## src/rtl/mr1_bus_pkg.sv

```systemverilog
// Shared MR1 bus types: request source tags and access-size encodings.
package mr1_bus_pkg;

    typedef enum logic {
        SRC_INSTR = 1'b0,
        SRC_DATA  = 1'b1
    } src_t;

    localparam logic [1:0] SIZE_B = 2'd0;
    localparam logic [1:0] SIZE_H = 2'd1;
    localparam logic [1:0] SIZE_W = 2'd2;

endpackage

```

## src/rtl/mr1_mem_arbiter_if.sv

```systemverilog
// Fetch, data and memory request/response signals seen by the MR1 memory arbiter.
interface mr1_mem_arbiter_if #(
    parameter int ADDR_W = 32,
    parameter int DATA_W = 32
);
    logic              instr_req_valid;
    logic              instr_req_ready;
    logic [ADDR_W-1:0] instr_req_addr;
    logic              instr_rsp_valid;
    logic [DATA_W-1:0] instr_rsp_data;

    logic              data_req_valid;
    logic              data_req_ready;
    logic              data_req_wr;
    logic [ADDR_W-1:0] data_req_addr;
    logic [1:0]        data_req_size;
    logic [DATA_W-1:0] data_req_data;
    logic              data_rsp_valid;
    logic [DATA_W-1:0] data_rsp_data;

    logic              mem_req_valid;
    logic              mem_req_ready;
    logic              mem_req_wr;
    logic [ADDR_W-1:0] mem_req_addr;
    logic [1:0]        mem_req_size;
    logic [DATA_W-1:0] mem_req_data;
    logic              mem_rsp_valid;
    logic [DATA_W-1:0] mem_rsp_data;

    logic              rsp_orphan;

    // slave: the arbiter's view
    modport slave (
        input  instr_req_valid, instr_req_addr,
        output instr_req_ready, instr_rsp_valid, instr_rsp_data,
        input  data_req_valid, data_req_wr, data_req_addr, data_req_size, data_req_data,
        output data_req_ready, data_rsp_valid, data_rsp_data,
        output mem_req_valid, mem_req_wr, mem_req_addr, mem_req_size, mem_req_data,
        input  mem_req_ready, mem_rsp_valid, mem_rsp_data,
        output rsp_orphan
    );

    modport master (
        output instr_req_valid, instr_req_addr,
        input  instr_req_ready, instr_rsp_valid, instr_rsp_data,
        output data_req_valid, data_req_wr, data_req_addr, data_req_size, data_req_data,
        input  data_req_ready, data_rsp_valid, data_rsp_data,
        input  mem_req_valid, mem_req_wr, mem_req_addr, mem_req_size, mem_req_data,
        output mem_req_ready, mem_rsp_valid, mem_rsp_data,
        input  rsp_orphan
    );

endinterface

```

## src/rtl/mr1_tag_fifo.sv

```systemverilog
// Source-tag FIFO: remembers which requester issued each outstanding read.
module mr1_tag_fifo
    import mr1_bus_pkg::*;
#(
    parameter int DEPTH = 4
) (
    input  logic                 clk,
    input  logic                 reset,
    input  logic                 push,
    input  src_t                 din,
    input  logic                 pop,
    output logic                 full,
    output logic                 empty,
    output src_t                 head,
    output logic [$clog2(DEPTH):0] count
);
    localparam int PTR_W = $clog2(DEPTH);
    localparam int CNT_W = PTR_W + 1;

    src_t             mem [DEPTH];
    logic [PTR_W-1:0] wr_ptr;
    logic [PTR_W-1:0] rd_ptr;
    logic             push_ok;
    logic             pop_ok;

    assign full    = (count == CNT_W'(DEPTH));
    assign empty   = (count == '0);
    assign head    = mem[rd_ptr];
    assign push_ok = push && !full;
    assign pop_ok  = pop && !empty;

    always_ff @(posedge clk) begin
        if (push_ok) mem[wr_ptr] <= din;
    end

    // DEPTH is a power of two, so pointers wrap by natural overflow
    always_ff @(posedge clk) begin
        if (reset) begin
            wr_ptr <= '0;
            rd_ptr <= '0;
            count  <= '0;
        end else begin
            if (push_ok) wr_ptr <= wr_ptr + PTR_W'(1);
            if (pop_ok)  rd_ptr <= rd_ptr + PTR_W'(1);
            case ({push_ok, pop_ok})
                2'b10:   count <= count + CNT_W'(1);
                2'b01:   count <= count - CNT_W'(1);
                default: count <= count;
            endcase
        end
    end

endmodule

```

## src/rtl/mr1_mem_arbiter.sv

```systemverilog
// Round-robin arbiter sharing one memory port between MR1 fetch and data
// accesses; read responses are routed back in order via a source-tag FIFO.
module mr1_mem_arbiter
    import mr1_bus_pkg::*;
#(
    parameter int ADDR_W          = 32,
    parameter int DATA_W          = 32,
    parameter int MAX_OUTSTANDING = 4
) (
    input  logic              clk,
    input  logic              reset,
    mr1_mem_arbiter_if.slave  bus
);
    localparam int CNT_W = $clog2(MAX_OUTSTANDING) + 1;

    logic              full;
    logic              empty;
    src_t              head;
    logic [CNT_W-1:0]  count;

    logic              elig_i;
    logic              elig_d;
    logic              req_valid;
    logic              accept;
    logic              push;
    logic              pop;
    src_t              gnt;
    logic [ADDR_W-1:0] gnt_addr;

    logic              locked;
    src_t              lock_src;
    src_t              last_grant;
    logic              orphan;

    // Eligibility looks only at the registered count: a same-cycle pop never frees a slot.
    always_comb begin
        elig_i = bus.instr_req_valid && !full;
        elig_d = bus.data_req_valid && (bus.data_req_wr || !full);
        gnt    = SRC_INSTR;
        if (locked)
            gnt = lock_src;
        else if (elig_i && elig_d)
            gnt = (last_grant == SRC_DATA) ? SRC_INSTR : SRC_DATA;
        else if (elig_d)
            gnt = SRC_DATA;
        req_valid = !reset && (locked || elig_i || elig_d);
        gnt_addr  = (gnt == SRC_DATA) ? bus.data_req_addr : bus.instr_req_addr;
    end

    assign accept = req_valid && bus.mem_req_ready;
    assign push   = accept && (gnt == SRC_INSTR || !bus.data_req_wr);
    assign pop    = !reset && bus.mem_rsp_valid && !empty;

    assign bus.mem_req_valid   = req_valid;
    assign bus.mem_req_addr    = gnt_addr;
    assign bus.mem_req_wr      = (gnt == SRC_DATA) && bus.data_req_wr;
    assign bus.mem_req_size    = (gnt == SRC_DATA) ? bus.data_req_size : SIZE_W;
    assign bus.mem_req_data    = (gnt == SRC_DATA) ? bus.data_req_data : DATA_W'(0);
    assign bus.instr_req_ready = accept && (gnt == SRC_INSTR);
    assign bus.data_req_ready  = accept && (gnt == SRC_DATA);

    assign bus.instr_rsp_valid = pop && (head == SRC_INSTR);
    assign bus.data_rsp_valid  = pop && (head == SRC_DATA);
    assign bus.instr_rsp_data  = bus.mem_rsp_data;
    assign bus.data_rsp_data   = bus.mem_rsp_data;
    assign bus.rsp_orphan      = orphan && !reset;

    always_ff @(posedge clk) begin
        if (reset) begin
            locked     <= 1'b0;
            lock_src   <= SRC_INSTR;
            last_grant <= SRC_DATA;
            orphan     <= 1'b0;
        end else begin
            locked   <= req_valid && !bus.mem_req_ready;
            lock_src <= gnt;
            if (accept) last_grant <= gnt;
            if (bus.mem_rsp_valid && empty) orphan <= 1'b1;
        end
    end

    mr1_tag_fifo #(.DEPTH(MAX_OUTSTANDING)) u_tags (
        .clk   (clk),
        .reset (reset),
        .push  (push),
        .din   (gnt),
        .pop   (pop),
        .full  (full),
        .empty (empty),
        .head  (head),
        .count (count)
    );

    // Eligibility gating must keep the tag count within capacity.
    a_count_bound: assert property (@(posedge clk) disable iff (reset)
        count <= CNT_W'(MAX_OUTSTANDING));

endmodule

```

## src/flat_wrapper.sv

```systemverilog
// flat-port wrapper written by rule: the top's interface ports become plain ports
module mr1_mem_arbiter_flat import mr1_bus_pkg::*;
#(
    parameter int ADDR_W          = 32,
    parameter int DATA_W          = 32,
    parameter int MAX_OUTSTANDING = 4
)
  (clk, reset, bus_instr_req_valid, bus_instr_req_addr, bus_instr_req_ready, bus_instr_rsp_valid, bus_instr_rsp_data, bus_data_req_valid, bus_data_req_wr, bus_data_req_addr, bus_data_req_size, bus_data_req_data, bus_data_req_ready, bus_data_rsp_valid, bus_data_rsp_data, bus_mem_req_valid, bus_mem_req_wr, bus_mem_req_addr, bus_mem_req_size, bus_mem_req_data, bus_mem_req_ready, bus_mem_rsp_valid, bus_mem_rsp_data, bus_rsp_orphan);
  mr1_mem_arbiter_if #(.ADDR_W(ADDR_W), .DATA_W(DATA_W)) bus_i ();
  input  logic clk;
  input  logic reset;
  input wire logic [$bits(bus_i.instr_req_valid)-1:0] bus_instr_req_valid;
  input wire logic [$bits(bus_i.instr_req_addr)-1:0] bus_instr_req_addr;
  output wire logic [$bits(bus_i.instr_req_ready)-1:0] bus_instr_req_ready;
  output wire logic [$bits(bus_i.instr_rsp_valid)-1:0] bus_instr_rsp_valid;
  output wire logic [$bits(bus_i.instr_rsp_data)-1:0] bus_instr_rsp_data;
  input wire logic [$bits(bus_i.data_req_valid)-1:0] bus_data_req_valid;
  input wire logic [$bits(bus_i.data_req_wr)-1:0] bus_data_req_wr;
  input wire logic [$bits(bus_i.data_req_addr)-1:0] bus_data_req_addr;
  input wire logic [$bits(bus_i.data_req_size)-1:0] bus_data_req_size;
  input wire logic [$bits(bus_i.data_req_data)-1:0] bus_data_req_data;
  output wire logic [$bits(bus_i.data_req_ready)-1:0] bus_data_req_ready;
  output wire logic [$bits(bus_i.data_rsp_valid)-1:0] bus_data_rsp_valid;
  output wire logic [$bits(bus_i.data_rsp_data)-1:0] bus_data_rsp_data;
  output wire logic [$bits(bus_i.mem_req_valid)-1:0] bus_mem_req_valid;
  output wire logic [$bits(bus_i.mem_req_wr)-1:0] bus_mem_req_wr;
  output wire logic [$bits(bus_i.mem_req_addr)-1:0] bus_mem_req_addr;
  output wire logic [$bits(bus_i.mem_req_size)-1:0] bus_mem_req_size;
  output wire logic [$bits(bus_i.mem_req_data)-1:0] bus_mem_req_data;
  input wire logic [$bits(bus_i.mem_req_ready)-1:0] bus_mem_req_ready;
  input wire logic [$bits(bus_i.mem_rsp_valid)-1:0] bus_mem_rsp_valid;
  input wire logic [$bits(bus_i.mem_rsp_data)-1:0] bus_mem_rsp_data;
  output wire logic [$bits(bus_i.rsp_orphan)-1:0] bus_rsp_orphan;
  assign bus_i.instr_req_valid = bus_instr_req_valid;
  assign bus_i.instr_req_addr = bus_instr_req_addr;
  assign bus_instr_req_ready = bus_i.instr_req_ready;
  assign bus_instr_rsp_valid = bus_i.instr_rsp_valid;
  assign bus_instr_rsp_data = bus_i.instr_rsp_data;
  assign bus_i.data_req_valid = bus_data_req_valid;
  assign bus_i.data_req_wr = bus_data_req_wr;
  assign bus_i.data_req_addr = bus_data_req_addr;
  assign bus_i.data_req_size = bus_data_req_size;
  assign bus_i.data_req_data = bus_data_req_data;
  assign bus_data_req_ready = bus_i.data_req_ready;
  assign bus_data_rsp_valid = bus_i.data_rsp_valid;
  assign bus_data_rsp_data = bus_i.data_rsp_data;
  assign bus_mem_req_valid = bus_i.mem_req_valid;
  assign bus_mem_req_wr = bus_i.mem_req_wr;
  assign bus_mem_req_addr = bus_i.mem_req_addr;
  assign bus_mem_req_size = bus_i.mem_req_size;
  assign bus_mem_req_data = bus_i.mem_req_data;
  assign bus_i.mem_req_ready = bus_mem_req_ready;
  assign bus_i.mem_rsp_valid = bus_mem_rsp_valid;
  assign bus_i.mem_rsp_data = bus_mem_rsp_data;
  assign bus_rsp_orphan = bus_i.rsp_orphan;
  mr1_mem_arbiter #(.ADDR_W(ADDR_W), .DATA_W(DATA_W), .MAX_OUTSTANDING(MAX_OUTSTANDING)) u_core (.clk(clk), .reset(reset), .bus(bus_i));
endmodule
```

## config.mk

```make
export PLATFORM = sky130hd
export DESIGN_NAME = mr1_mem_arbiter_flat
export DESIGN_NICKNAME = d
export VERILOG_FILES = /design/src/rtl/mr1_bus_pkg.sv /design/src/rtl/mr1_mem_arbiter_if.sv /design/src/rtl/mr1_tag_fifo.sv /design/src/rtl/mr1_mem_arbiter.sv /design/src/flat_wrapper.sv
export SDC_FILE = /design/constraint.sdc
export NUM_CORES = 1
export LEC_CHECK = 0
export ABC_AREA = 0
export CELL_PAD_IN_SITES_DETAIL_PLACEMENT = 2
export CELL_PAD_IN_SITES_GLOBAL_PLACEMENT = 2
export CORE_MARGIN = 10
export CORE_UTILIZATION = 12
export CTS_BUF_LIST = sky130_fd_sc_hd__clkbuf_16
export CTS_CLUSTER_SIZE = 24
export DETAILED_ROUTE_END_ITERATION = 12
export PLACE_DENSITY = 0.86
export SYNTH_ARGS = -nofsm -noshare
export SYNTH_HDL_FRONTEND = slang
export SYNTH_SLANG_ARGS = --single-unit
```

## constraint.sdc

```tcl
create_clock -name clk -period 4.4 [get_ports clk]
set_input_delay 1.32 -clock clk [delete_from_list [all_inputs] [get_ports clk]]
set_output_delay 1.32 -clock clk [all_outputs]
set_load 0.05 [all_outputs]
```

==> impl_results.md <==
* RePlAce Congestion at 0.7971
* PD cells at 239.3 nW/um2
* Register area share after synthesis at 19.26%
* Status: finished, final reports clean
* TritonCTS clock tree: yes
* Drt first pass iters at 3
* Crit path kind: in2out
* Final WL at 11.97 mm
* Via density at 3.663
* Clk Latency, worst-skew pair at 0.25 ns
* Critical Path RT at 3.08 ns
* H-tree Lvls at 1
* DR iter-0 viols at 28
* DP Worst Slack at -0.1607 ns
* Yosys warns at 0
* Max Cap Viol at 0
* Final Critical Period at 4.340 ns
* Fin. max-slew vios at 0
* Cell variety after synth at 37
* Relative slew slack at 74.16%
* Crit path DAT at 3.02 ns
* Die area at 21980 um2
* Dpl hpwl at 9.491 mm
* Top-count cell post-synth: buf_4
* VDD IR max at 0.09897 mV
* RSZ-0062 raised after global routing: false
* Synth area leaders: buf_4, mux2_1, dfxtp_1, and2_1, edfxtp_1
* Cells after Synth at 222
* Initial antenna violation count at 0
* Post-route DRC violation count at 0
* CTS clk-pin slew, worst paths at 0.05 ns
* Seq. cell area at 380.4 um2
* Die Height at 148.3 um
* IO Port Bufs at 177
* Synth cell count leaders: buf_4, and2_1, mux2_1
* Gr ovfl total at 0
* Clock root cell: clkbuf_16
* Initial Util at 12.34%
* Achievable clock frequency at 230.4 MHz
* Diodes inserted at 0
* Area Growth Syn to Fin at 129.2%
* Post-Syn Nets at 365
* Longest Clk Path Bufs at 2
* Clock skew at 0.001999 ns
* Vias in the first global route at 2433
* Largest net degree at the start of global routing at 15
* Setup tns final at 0 ns
* Layout cells sized above 1 at 45.22%
* Setup crit end kind: output pin
* Post-synth top area cell: buf_4
* CTS Sinks at 17
* DIE WIDTH at 148.3 um
* Layout Nets at 500
* Final hold viol count at 0
* Period utilisation layout at 98.63%
* Asr flop ratio synth at 0%
* Area of the multi-input gates at 1217 um2
* Startpoint type of the worst setup path: input pin
* WHS at 0.4715 ns
* CP max FO at 5
* Filler cells at 1748
* Rows at 46
* Tightest Hold Check Type: reg2reg
* Total number of vias at 2095
* Final WS setup at 0.06033 ns
* Yosys top cell area share at 25.48%
* Syn Std Cell Area at 1974 um2
* Detail Route Antenna Nets at 0
* First-pass GRT wire length at 16.93 mm
* Routed len/inst at 20.92 um
* Final Setup Violations at 0
* Hold buffers post-CTS at 0
* Yosys reg bits at 17
* Predominant post-synthesis flop cell: dfxtp_1
* Post-synth EDFFs at 4
* Leakage power at 0.001863 uW
* GRT Total Usage at 10.13%
* Core area at 16000 um2
* Io pins at 274
* Syn avg cell area at 8.894 um2
* Clock buffer count from CTS at 3
* Worst-Margin Slew at 0.3860 ns
## stage by stage
stage          area, um2  total power [uW]  utilization [%]  instances
4_1_cts             4491              1088            28.07        572
2_1_floorplan       1974             639.4                -        222
5_1_grt             4524              1129            28.28        572
3_3_place_gp        3920             769.9            24.50        556
3_5_place_dp        3920             785.4            24.50        556
6_report            4524              1083            28.28        572
## kinds of logic after synthesis
family | Yosys count | synth area share (%)
flops | 17 | 19.27
simple gates | 66 | 20.03
buf+inv | 76 | 27.69
compound gates | 17 | 6.083
xor+xnor | 4 | 1.775
fa+ha+maj | 6 | 4.183
mux | 36 | 20.98
## cell type report
type	instances	share of cell area (%)
multi-input combinational	129	26.91
inverter	4	0.3319
sequential	17	8.407
tap	216	5.973
clock buffer	3	1.659
timing repair buffer	202	56.61
clock inverter	1	0.1106
## power by group
group / total [uW] / switching (uW) / internal (uW)
Clock: 182 / 60.7 / 122
Combinational: 716 / 350 / 366
Sequential: 185 / 12.1 / 173
## worst paths after layout
check	start	end	slack, ns	cells after the start
max	bus_instr_req_valid	bus_mem_req_addr[0]	0.06	9
min	u_core.orphan	u_core.orphan	0.47	2
max reg2reg	u_core.locked	u_core.u_tags.count[2]	1.55	11
min reg2reg	u_core.orphan	u_core.orphan	0.47	2
## layout by cell type, fill, tap and decap left out, types with 4 or more instances in the layout
cell | netlist | layout
a21oi_1 | 4 | 4
and2_1 | 40 | 16
and2_4 | 0 | 24
buf_12 | 0 | 44
buf_4 | 67 | 17
buf_6 | 1 | 30
clkdlybuf4s50_1 | 0 | 101
dfxtp_1 | 13 | 13
edfxtp_1 | 4 | 4
ha_1 | 5 | 5
mux2_1 | 32 | 4
mux2_2 | 1 | 6
mux2_4 | 0 | 23
nor2_1 | 9 | 9
## metal layers
| metal | part of all wire [%] | up-vias | track usage, % |
|---|---|---|---|
| met1 | 33 | 1001 | 9.073 |
| met3 | 9.5 | 27 | 4.096 |
| met5 | 0 | - | 0 |
| li1 | - | 945 | - |
| met4 | 2.0 | 0 | 2.924 |
| met2 | 56 | 122 | 20.15 |
## worst max-delay path: stages
cell and delay [ns]:
dlygate4sd2_1 0.25, and2_4 0.16, a21o_1 0.19, o21ai_4 0.15, buf_6 0.12, buf_12 0.10, bufbuf_16 0.26, mux2_4 0.31
buf_6 0.16
## timing repair
| action | in CTS | in global routing |
|---|---|---|
| pin swaps | 3 | 2 |
| hold endpoints to repair | 0 | 0 |
| buffers inserted | 7 | 0 |
| gates cloned | 5 | 0 |
| resized for setup | 85 | 12 |
| setup endpoints to repair | 55 | 23 |
No activity file was read; power rests on OpenSTA's default activity.
